[config.mk]
export PLATFORM = sky130hd
export DESIGN_NAME = fp_cmp_minmax_pipe_flat
export DESIGN_NICKNAME = d
export VERILOG_FILES = /design/src/rtl/fp_cmp_minmax_pipe_if.sv /design/src/rtl/fp_cmp_minmax_pipe.sv /design/src/flat_wrapper.sv
export SDC_FILE = /design/constraint.sdc
export NUM_CORES = 1
export LEC_CHECK = 0
export ABC_AREA = 0
export BUFFER_PORTS_ARGS = -buffer_cell sky130_fd_sc_hd__clkbuf_2
export CAP_MARGIN = 20
export CORE_ASPECT_RATIO = 0.5
export CORE_MARGIN = 10
export CORE_UTILIZATION = 43
export CTS_CLUSTER_DIAMETER = 80
export DETAILED_ROUTE_END_ITERATION = 12
export MAX_ROUTING_LAYER = met4
export PLACE_DENSITY = 0.69
export SETUP_SLACK_MARGIN = 0.15
export SLEW_MARGIN = 5
export SYNTH_ARGS = -nofsm -noshare
export SYNTH_HDL_FRONTEND = slang
export SYNTH_SLANG_ARGS = --single-unit
export TNS_END_PERCENT = 1
[constraint.sdc]
create_clock -name clk -period 2.1 [get_ports clk]
set_input_delay 0.42 -clock clk [delete_from_list [all_inputs] [get_ports clk]]
set_output_delay 0.42 -clock clk [all_outputs]
set_load 0.005 [all_outputs]
[src/rtl/fp_cmp_minmax_pipe_if.sv]
// Handshake bundle for fp_cmp_minmax_pipe: operation request channel and result channel.
// The master modport is the issuing side; the slave modport is the comparator.
interface fp_cmp_minmax_pipe_if #(
    parameter int EXP_W = 8,
    parameter int MAN_W = 23,
    parameter int TAG_W = 5
);
    localparam int W = 1 + EXP_W + MAN_W;

    logic             in_valid;
    logic             in_ready;
    logic [2:0]       in_op;
    logic [W-1:0]     in_a;
    logic [W-1:0]     in_b;
    logic [TAG_W-1:0] in_tag;

    logic             out_valid;
    logic             out_ready;
    logic [W-1:0]     out_result;
    logic             out_invalid;
    logic [TAG_W-1:0] out_tag;

    modport master (
        output in_valid, in_op, in_a, in_b, in_tag, out_ready,
        input  in_ready, out_valid, out_result, out_invalid, out_tag
    );

    modport slave (
        input  in_valid, in_op, in_a, in_b, in_tag, out_ready,
        output in_ready, out_valid, out_result, out_invalid, out_tag
    );
endinterface

[src/rtl/fp_cmp_minmax_pipe.sv]
// Pipelined IEEE-754 comparator (LE/LT/EQ) and MIN/MAX for any EXP_W/MAN_W format, tag passthrough.
// Optional macro FCLASS_EN enables op 110 (one-hot classification of operand a).
module fp_cmp_minmax_pipe #(
    parameter int EXP_W       = 8,
    parameter int MAN_W       = 23,
    parameter int PIPE_STAGES = 2,   // legal range 1..4
    parameter int TAG_W       = 5
) (
    input  logic                 clk,
    input  logic                 rst_n,
    fp_cmp_minmax_pipe_if.slave  bus
);
    localparam int W = 1 + EXP_W + MAN_W;

    localparam logic [2:0] OP_LE  = 3'b000;
    localparam logic [2:0] OP_LT  = 3'b001;
    localparam logic [2:0] OP_EQ  = 3'b010;
    localparam logic [2:0] OP_MIN = 3'b100;
    localparam logic [2:0] OP_MAX = 3'b101;

    localparam logic [W-1:0] CANON_QNAN = {1'b0, {EXP_W{1'b1}}, 1'b1, {(MAN_W-1){1'b0}}};

    // ------------------------------------------------------------------
    // Operand decode
    // ------------------------------------------------------------------
    logic             a_sign, b_sign;
    logic [EXP_W-1:0] a_exp, b_exp;
    logic [MAN_W-1:0] a_man, b_man;
    logic [W-2:0]     a_mag, b_mag;
    logic             a_nan, b_nan, a_snan, b_snan;
    logic             a_zero, b_zero;

    assign a_sign = bus.in_a[W-1];
    assign b_sign = bus.in_b[W-1];
    assign a_exp  = bus.in_a[W-2:MAN_W];
    assign b_exp  = bus.in_b[W-2:MAN_W];
    assign a_man  = bus.in_a[MAN_W-1:0];
    assign b_man  = bus.in_b[MAN_W-1:0];
    assign a_mag  = bus.in_a[W-2:0];
    assign b_mag  = bus.in_b[W-2:0];

    assign a_nan  = (&a_exp) && (|a_man);
    assign b_nan  = (&b_exp) && (|b_man);
    assign a_snan = a_nan && !a_man[MAN_W-1];
    assign b_snan = b_nan && !b_man[MAN_W-1];
    assign a_zero = (a_mag == '0);
    assign b_zero = (b_mag == '0);

    // ------------------------------------------------------------------
    // Ordering. a_below_b/b_below_a form a total order on non-NaN values
    // in which -0 sorts below +0; the IEEE compares then merge the zeros.
    // ------------------------------------------------------------------
    logic mag_a_lt_b, mag_b_lt_a;
    logic a_below_b, b_below_a;
    logic both_zero, any_nan, any_snan;
    logic cmp_lt, cmp_eq, cmp_le;

    assign mag_a_lt_b = (a_mag < b_mag);
    assign mag_b_lt_a = (b_mag < a_mag);
    assign a_below_b  = (a_sign != b_sign) ? a_sign : (a_sign ? mag_b_lt_a : mag_a_lt_b);
    assign b_below_a  = (a_sign != b_sign) ? b_sign : (a_sign ? mag_a_lt_b : mag_b_lt_a);

    assign both_zero = a_zero && b_zero;
    assign any_nan   = a_nan || b_nan;
    assign any_snan  = a_snan || b_snan;

    assign cmp_lt = !any_nan && a_below_b && !both_zero;
    assign cmp_eq = !any_nan && ((bus.in_a == bus.in_b) || both_zero);
    assign cmp_le = cmp_lt || cmp_eq;

`ifdef FCLASS_EN
    localparam logic [2:0] OP_CLASS = 3'b110;

    logic       a_exp_zero, a_inf;
    logic [9:0] a_class;

    assign a_exp_zero = (a_exp == '0);
    assign a_inf      = (&a_exp) && !(|a_man);

    // Bit order: -inf, -normal, -subnormal, -0, +0, +subnormal, +normal, +inf, sNaN, qNaN
    always_comb begin
        a_class = '0;
        if (a_nan) begin
            if (a_snan) a_class[8] = 1'b1;
            else        a_class[9] = 1'b1;
        end else if (a_zero) begin
            if (a_sign) a_class[3] = 1'b1;
            else        a_class[4] = 1'b1;
        end else if (a_inf) begin
            if (a_sign) a_class[0] = 1'b1;
            else        a_class[7] = 1'b1;
        end else if (a_exp_zero) begin
            if (a_sign) a_class[2] = 1'b1;
            else        a_class[5] = 1'b1;
        end else begin
            if (a_sign) a_class[1] = 1'b1;
            else        a_class[6] = 1'b1;
        end
    end
`endif

    // ------------------------------------------------------------------
    // Stage-0 result selection
    // ------------------------------------------------------------------
    logic [W-1:0] s0_result;
    logic         s0_invalid;

    always_comb begin
        s0_result  = '0;
        s0_invalid = 1'b0;
        case (bus.in_op)
            OP_LE: begin
                s0_result  = {{(W-1){1'b0}}, cmp_le};
                s0_invalid = any_nan;
            end
            OP_LT: begin
                s0_result  = {{(W-1){1'b0}}, cmp_lt};
                s0_invalid = any_nan;
            end
            OP_EQ: begin
                s0_result  = {{(W-1){1'b0}}, cmp_eq};
                s0_invalid = any_snan;
            end
            OP_MIN, OP_MAX: begin
                s0_invalid = any_snan;
                if (a_nan && b_nan)
                    s0_result = CANON_QNAN;
                else if (a_nan)
                    s0_result = bus.in_b;
                else if (b_nan)
                    s0_result = bus.in_a;
                else if (bus.in_op == OP_MIN)
                    s0_result = b_below_a ? bus.in_b : bus.in_a;   // ties return a
                else
                    s0_result = a_below_b ? bus.in_b : bus.in_a;
            end
`ifdef FCLASS_EN
            OP_CLASS: begin
                s0_result = {{(W-10){1'b0}}, a_class};
            end
`endif
            default: begin
                s0_result  = '0;
                s0_invalid = 1'b0;
            end
        endcase
    end

    // ------------------------------------------------------------------
    // Elastic pipeline: a stage loads when empty or when its successor
    // loads, so bubbles collapse and a full pipe still streams 1/cycle.
    // ------------------------------------------------------------------
    logic [PIPE_STAGES-1:0]            stage_valid;
    logic [PIPE_STAGES-1:0]            stage_load;
    logic [PIPE_STAGES-1:0][W-1:0]     stage_result;
    logic [PIPE_STAGES-1:0]            stage_invalid;
    logic [PIPE_STAGES-1:0][TAG_W-1:0] stage_tag;

    always_comb begin : load_chain
        logic downstream_ready;
        downstream_ready = bus.out_ready;
        stage_load       = '0;
        for (int i = PIPE_STAGES - 1; i >= 0; i--) begin
            stage_load[i]    = !stage_valid[i] || downstream_ready;
            downstream_ready = stage_load[i];
        end
    end

    genvar gi;
    generate
        for (gi = 0; gi < PIPE_STAGES; gi++) begin : g_stage
            logic             up_valid;
            logic [W-1:0]     up_result;
            logic             up_invalid;
            logic [TAG_W-1:0] up_tag;

            logic             valid_reg;
            logic [W-1:0]     result_reg;
            logic             invalid_reg;
            logic [TAG_W-1:0] tag_reg;

            if (gi == 0) begin : g_head
                assign up_valid   = bus.in_valid;
                assign up_result  = s0_result;
                assign up_invalid = s0_invalid;
                assign up_tag     = bus.in_tag;
            end else begin : g_body
                assign up_valid   = stage_valid[gi-1];
                assign up_result  = stage_result[gi-1];
                assign up_invalid = stage_invalid[gi-1];
                assign up_tag     = stage_tag[gi-1];
            end

            always_ff @(posedge clk or negedge rst_n) begin
                if (!rst_n) begin
                    valid_reg   <= 1'b0;
                    result_reg  <= '0;
                    invalid_reg <= 1'b0;
                    tag_reg     <= '0;
                end else if (stage_load[gi]) begin
                    valid_reg <= up_valid;
                    if (up_valid) begin
                        result_reg  <= up_result;
                        invalid_reg <= up_invalid;
                        tag_reg     <= up_tag;
                    end
                end
            end

            assign stage_valid[gi]   = valid_reg;
            assign stage_result[gi]  = result_reg;
            assign stage_invalid[gi] = invalid_reg;
            assign stage_tag[gi]     = tag_reg;
        end
    endgenerate

    assign bus.in_ready    = stage_load[0];
    assign bus.out_valid   = stage_valid[PIPE_STAGES-1];
    assign bus.out_result  = stage_result[PIPE_STAGES-1];
    assign bus.out_invalid = stage_invalid[PIPE_STAGES-1];
    assign bus.out_tag     = stage_tag[PIPE_STAGES-1];

endmodule

[src/flat_wrapper.sv]
// flat-port wrapper written by rule: the top's interface ports become plain ports
module fp_cmp_minmax_pipe_flat 
#(
    parameter int EXP_W       = 8,
    parameter int MAN_W       = 23,
    parameter int PIPE_STAGES = 2,                      
    parameter int TAG_W       = 5
)
  (clk, rst_n, bus_in_valid, bus_in_op, bus_in_a, bus_in_b, bus_in_tag, bus_out_ready, bus_in_ready, bus_out_valid, bus_out_result, bus_out_invalid, bus_out_tag);
  fp_cmp_minmax_pipe_if #(.EXP_W(EXP_W), .MAN_W(MAN_W), .TAG_W(TAG_W)) bus_i ();
  input  logic clk;
  input  logic rst_n;
  input wire logic [$bits(bus_i.in_valid)-1:0] bus_in_valid;
  input wire logic [$bits(bus_i.in_op)-1:0] bus_in_op;
  input wire logic [$bits(bus_i.in_a)-1:0] bus_in_a;
  input wire logic [$bits(bus_i.in_b)-1:0] bus_in_b;
  input wire logic [$bits(bus_i.in_tag)-1:0] bus_in_tag;
  input wire logic [$bits(bus_i.out_ready)-1:0] bus_out_ready;
  output wire logic [$bits(bus_i.in_ready)-1:0] bus_in_ready;
  output wire logic [$bits(bus_i.out_valid)-1:0] bus_out_valid;
  output wire logic [$bits(bus_i.out_result)-1:0] bus_out_result;
  output wire logic [$bits(bus_i.out_invalid)-1:0] bus_out_invalid;
  output wire logic [$bits(bus_i.out_tag)-1:0] bus_out_tag;
  assign bus_i.in_valid = bus_in_valid;
  assign bus_i.in_op = bus_in_op;
  assign bus_i.in_a = bus_in_a;
  assign bus_i.in_b = bus_in_b;
  assign bus_i.in_tag = bus_in_tag;
  assign bus_i.out_ready = bus_out_ready;
  assign bus_in_ready = bus_i.in_ready;
  assign bus_out_valid = bus_i.out_valid;
  assign bus_out_result = bus_i.out_result;
  assign bus_out_invalid = bus_i.out_invalid;
  assign bus_out_tag = bus_i.out_tag;
  fp_cmp_minmax_pipe #(.EXP_W(EXP_W), .MAN_W(MAN_W), .PIPE_STAGES(PIPE_STAGES), .TAG_W(TAG_W)) u_core (.clk(clk), .rst_n(rst_n), .bus(bus_i));
endmodule
==> results by group <==
Die
  – Die H: 93.38 µm
  – Die Outline Area: around 16000 µm²
  – Die extent in x: between 150 and 200 µm
  – Num ports: 116
  – Starting utilization of the core area: 0.4476
  – Row count: 26
  – Core region area: 10340 µm²

Timing
  – Relative slew slack: 0.4491
  – Final Hold Fails: 0
  – Setup skew after layout: 6.371 ps
  – Final setup violation count: 31
  – Setup repair after global routing missed its margin: yes
  – Worst Tran Pin Value: 820.0 ps
  – Clock period minus worst slack: just under 3000 ps
  – Fmax achieved: 340.3 MHz
  – Setup slack of the critical path after layout: -838.9 ps
  – Slew Viols, Final: 0
  – Final worst path period share: 1.399

Critical path
  – Slowest stage cell on the critical path: sky130_fd_sc_hd__or4_4
  – Type of the worst setup path: in2reg
  – Most used cell along the critical path: sky130_fd_sc_hd__buf_6
  – Gate family responsible for the most delay along the worst path: compound AO/OA/AOI/OAI gates
  – Kind of end point of the critical path: register
  – Largest fanout on the critical path: 6
  – Delay contributed by the slowest stage of the critical path: around 620 ps
  – Arrival @ worst endpoint: approximately 3200 ps
  – Startpoint Class: primary input
  – Required time of the critical path: 2310 ps
  – Critical path buffers and inverters: 3
  – Critical path cell sequence: buf_6, inv_2, ha_4, nand4_1, or4_4, buf_6, a2111oi_4, a311oi_2, a211o_1, and3_4, a221o_1

Pwr
  – Clock power share: 0.343
  – Sw power: 1.314 mW
  – Largest vdd supply drop: 0.3949 mV
  – Sequential Power Share: 0.394
  – Power per unit of standard cell area: 649.9 nW/µm²
  – Fraction of power spent switching nets: 0.2882
  – Internal portion of total power: roughly 3.2 mW
  – Overall power: 4.558 mW
  – Leakage: 3.417 nW
  – Gate power share: 0.263

GRT
  – Final global-route overflow total: 0
  – First-pass GRT wire length: 24160 µm
  – Antenna violations before repair: 0
  – Overall Global Routing Usage: 0.1955
  – Via count of the first global-routing pass: 4735
  – Pin count of the biggest net entering global routing: 35

Routing
  – Vias per Instance: roughly 5.6
  – Aggregate routed wire length: between 15000 and 20000 µm
  – Number of routed nets with antenna violations: 0
  – Vias after detailed routing: between 4000 and 5000
  – Routed wire length per instance: 19.78 µm
  – Detailed router's first-iteration violation count: 465
  – DRT Pass-1 Iters: 6
  – Post-route DRC violation count: 0

Layout
  – Area overhead of the layout relative to synthesis: 51.45%
  – Final cell count without fillers: 818
  – Most common cell after layout, fill and taps aside: sky130_fd_sc_hd__buf_4
  – Final antenna diode count: 0
  – Sequential cell area in the final layout: slightly below 2000 µm²
  – Non-Filler Cell Area, Final: ~7000 µm²
  – Total area of multi-input combinational cells: 2833 µm²
  – Share of final-layout standard cells stronger than drive strength 1: 0.5206
  – Fill cell instance count of the final layout: roughly 780
  – Commonest cells after routing, fill and taps aside: 118 x sky130_fd_sc_hd__buf_4, 94 x sky130_fd_sc_hd__clkbuf_2, 78 x sky130_fd_sc_hd__dfrtp_1
  – NumNets Final: 783

Place
  – Routability cong.: 0.9441
  – Instance count after placement with tap cells included: around 790
  – Estimated wirelength of the detail-placed design: 11750 µm
  – Quantity of I/O buffers inserted on ports: approximately 120
  – Cell Area, Placed: 6158 µm²

Synthesis
  – Unique cell type count in the Yosys netlist: 51
  – Mapped cell area: 4631 µm²
  – Synthesized netlist net count: approximately 550
  – Main synth FF type: sky130_fd_sc_hd__dfrtp_1
  – Mean area per synthesized cell: 10.43 µm²
  – Share of the yosys chip area belonging to registers: 0.4215
  – Synthesized instance count: 444
  – Fraction of synthesis flops using an asynchronous set or reset pin: 1.000
  – Post-synth EDFFs: 0
  – Cell type with the largest total area after synthesis: sky130_fd_sc_hd__dfrtp_1
  – Fraction of synthesized cell area taken by the top area cell type: 0.4215
  – Number of storage elements in the synthesis netlist: 78
  – Number of warning messages in the yosys log: 0
  – Top cells by area in the synthesized netlist: sky130_fd_sc_hd__dfrtp_1 42%, sky130_fd_sc_hd__mux2_2 10%, sky130_fd_sc_hd__ha_1 8.9%

Run
  – Max Cap Viol: 0

Clocking
  – Clock edge transition at the registers on the reported setup and hold paths: 70 ps
  – Cts hold-fix bufs: 0
  – Clk buf depth: 2
  – Clock sink count: ~80
  – Insertion delay of the later-clocked pin in the worst-skew pair: 340 ps
  – CTS root buf: sky130_fd_sc_hd__clkbuf_16
  – CTS tree: yes
  – H-tree depth: 3
  – Total CTS buffers: 9

Worst hold path
  – Class of the tightest hold or removal check: in2async

Status
  – Violated checks: setup timing
  – Outcome: complete, but fails checks
-- power groups by stage --
stage | logic (mW) | registers, mW | clock network, mW
after floorplan | 0.475 | 1.81 | 0
after global placement | 1.03 | 1.81 | 0
after detailed placement | 1.05 | 1.82 | 0
after CTS | 1.08 | 1.80 | 1.59
after global routing | 1.31 | 1.82 | 1.66
final | 1.20 | 1.80 | 1.56
-- metal layers --
metal | vias up | global-route usage | wire length [µm]
met2 | 187 | 0.3180 | 7827
met4 | 0 | 0.05378 | 247
met5 | - | - | 0
met3 | 23 | 0.05263 | 1105
met1 | 2227 | 0.2369 | 7001
li1 | 2161 | - | -
-- through the flow --
| stage | TNS [ps] | util | hold WS (ps) | worst slack [ps] |
|---|---|---|---|---|
| 6_report | -23010 | 0.6779 | 24.15 | -838.9 |
| 5_1_grt | -25860 | 0.6779 | 49.00 | -912.7 |
| 4_1_cts | -19890 | 0.6336 | 30.16 | -727.6 |
| 3_5_place_dp | -35200 | 0.5953 | 388.7 | -1298 |
| 3_3_place_gp | -33430 | 0.5953 | 383.9 | -1118 |
| 2_1_floorplan | -18340 | - | 124.4 | -615.3 |
-- cell families (layout without fill, tap and decap cells) --
family,after synthesis,count (layout),synth area share
AO/OA/AOI/OAI,119,119,0.1929
AND/OR/NAND/NOR,118,120,0.1437
flip-flops,78,78,0.4215
buffers and inverters,53,285,0.04809
multiplexers,43,43,0.1046
adder cells (fa/ha/maj),33,33,0.08917
-- worst paths after layout --
kind	start	end	slack, ps	cells after the start
setup / recovery	bus_in_b[15]	u_core.g_stage[0].result_reg[20]	-840	11
hold / removal	rst_n	u_core.bus.out_result[27]	20	1
setup reg to reg	u_core.g_stage[0].valid_reg	u_core.g_stage[0].result_reg[20]	160	7
hold reg to reg	u_core.g_stage[0].result_reg[0]	u_core.bus.out_result[0]	490	1
max in group asynchronous	rst_n	u_core.bus.out_result[12]	1510	2
min in group clk	bus_in_valid	u_core.g_stage[0].valid_reg	310	2
-- worst register-to-register path, cell delays in order (launching register included) --
cell and delay [ps]:
sky130_fd_sc_hd__dfrtp_1 400, sky130_fd_sc_hd__nand3b_1 120, sky130_fd_sc_hd__nand2_1 110, sky130_fd_sc_hd__buf_4 220, sky130_fd_sc_hd__or2_2 340, sky130_fd_sc_hd__a311oi_2 290
sky130_fd_sc_hd__buf_12 210, sky130_fd_sc_hd__a221o_1 190
-- cell type report --
class | count | share of cell area
Multi-Input combinational cell | 315 | 0.4039
Inverter | 36 | 0.01963
Clock inverter | 5 | 0.008742
Clock buffer | 10 | 0.03265
Timing Repair Buffer | 234 | 0.2318
Sequential cell | 78 | 0.2783
Tap cell | 140 | 0.02498
-- Yosys cell counts, types with 4 or more instances --
cell type	n
sky130_fd_sc_hd__dfrtp_1	78
sky130_fd_sc_hd__mux2_2	43
sky130_fd_sc_hd__inv_1	36
sky130_fd_sc_hd__ha_1	33
sky130_fd_sc_hd__o21ai_0	25
sky130_fd_sc_hd__and2_1	24
sky130_fd_sc_hd__a21oi_1	23
sky130_fd_sc_hd__nand2_1	23
sky130_fd_sc_hd__a221o_1	20
sky130_fd_sc_hd__nor4_1	17
sky130_fd_sc_hd__a22oi_1	15
sky130_fd_sc_hd__nand4_1	13
sky130_fd_sc_hd__nor2_1	12
sky130_fd_sc_hd__clkbuf_1	10
sky130_fd_sc_hd__nand3_1	7
sky130_fd_sc_hd__nor3_1	6
sky130_fd_sc_hd__a211oi_1	5
sky130_fd_sc_hd__nand2b_1	5
sky130_fd_sc_hd__o31ai_1	4
-- timing repair --
action	4_1_cts	5_1_grt
gates cloned	0	2
pin swaps	6	26
setup endpoints to repair	32	33
resized for setup	17	88
setup buffers	1	11
Power figures use the tool's default switching activity.
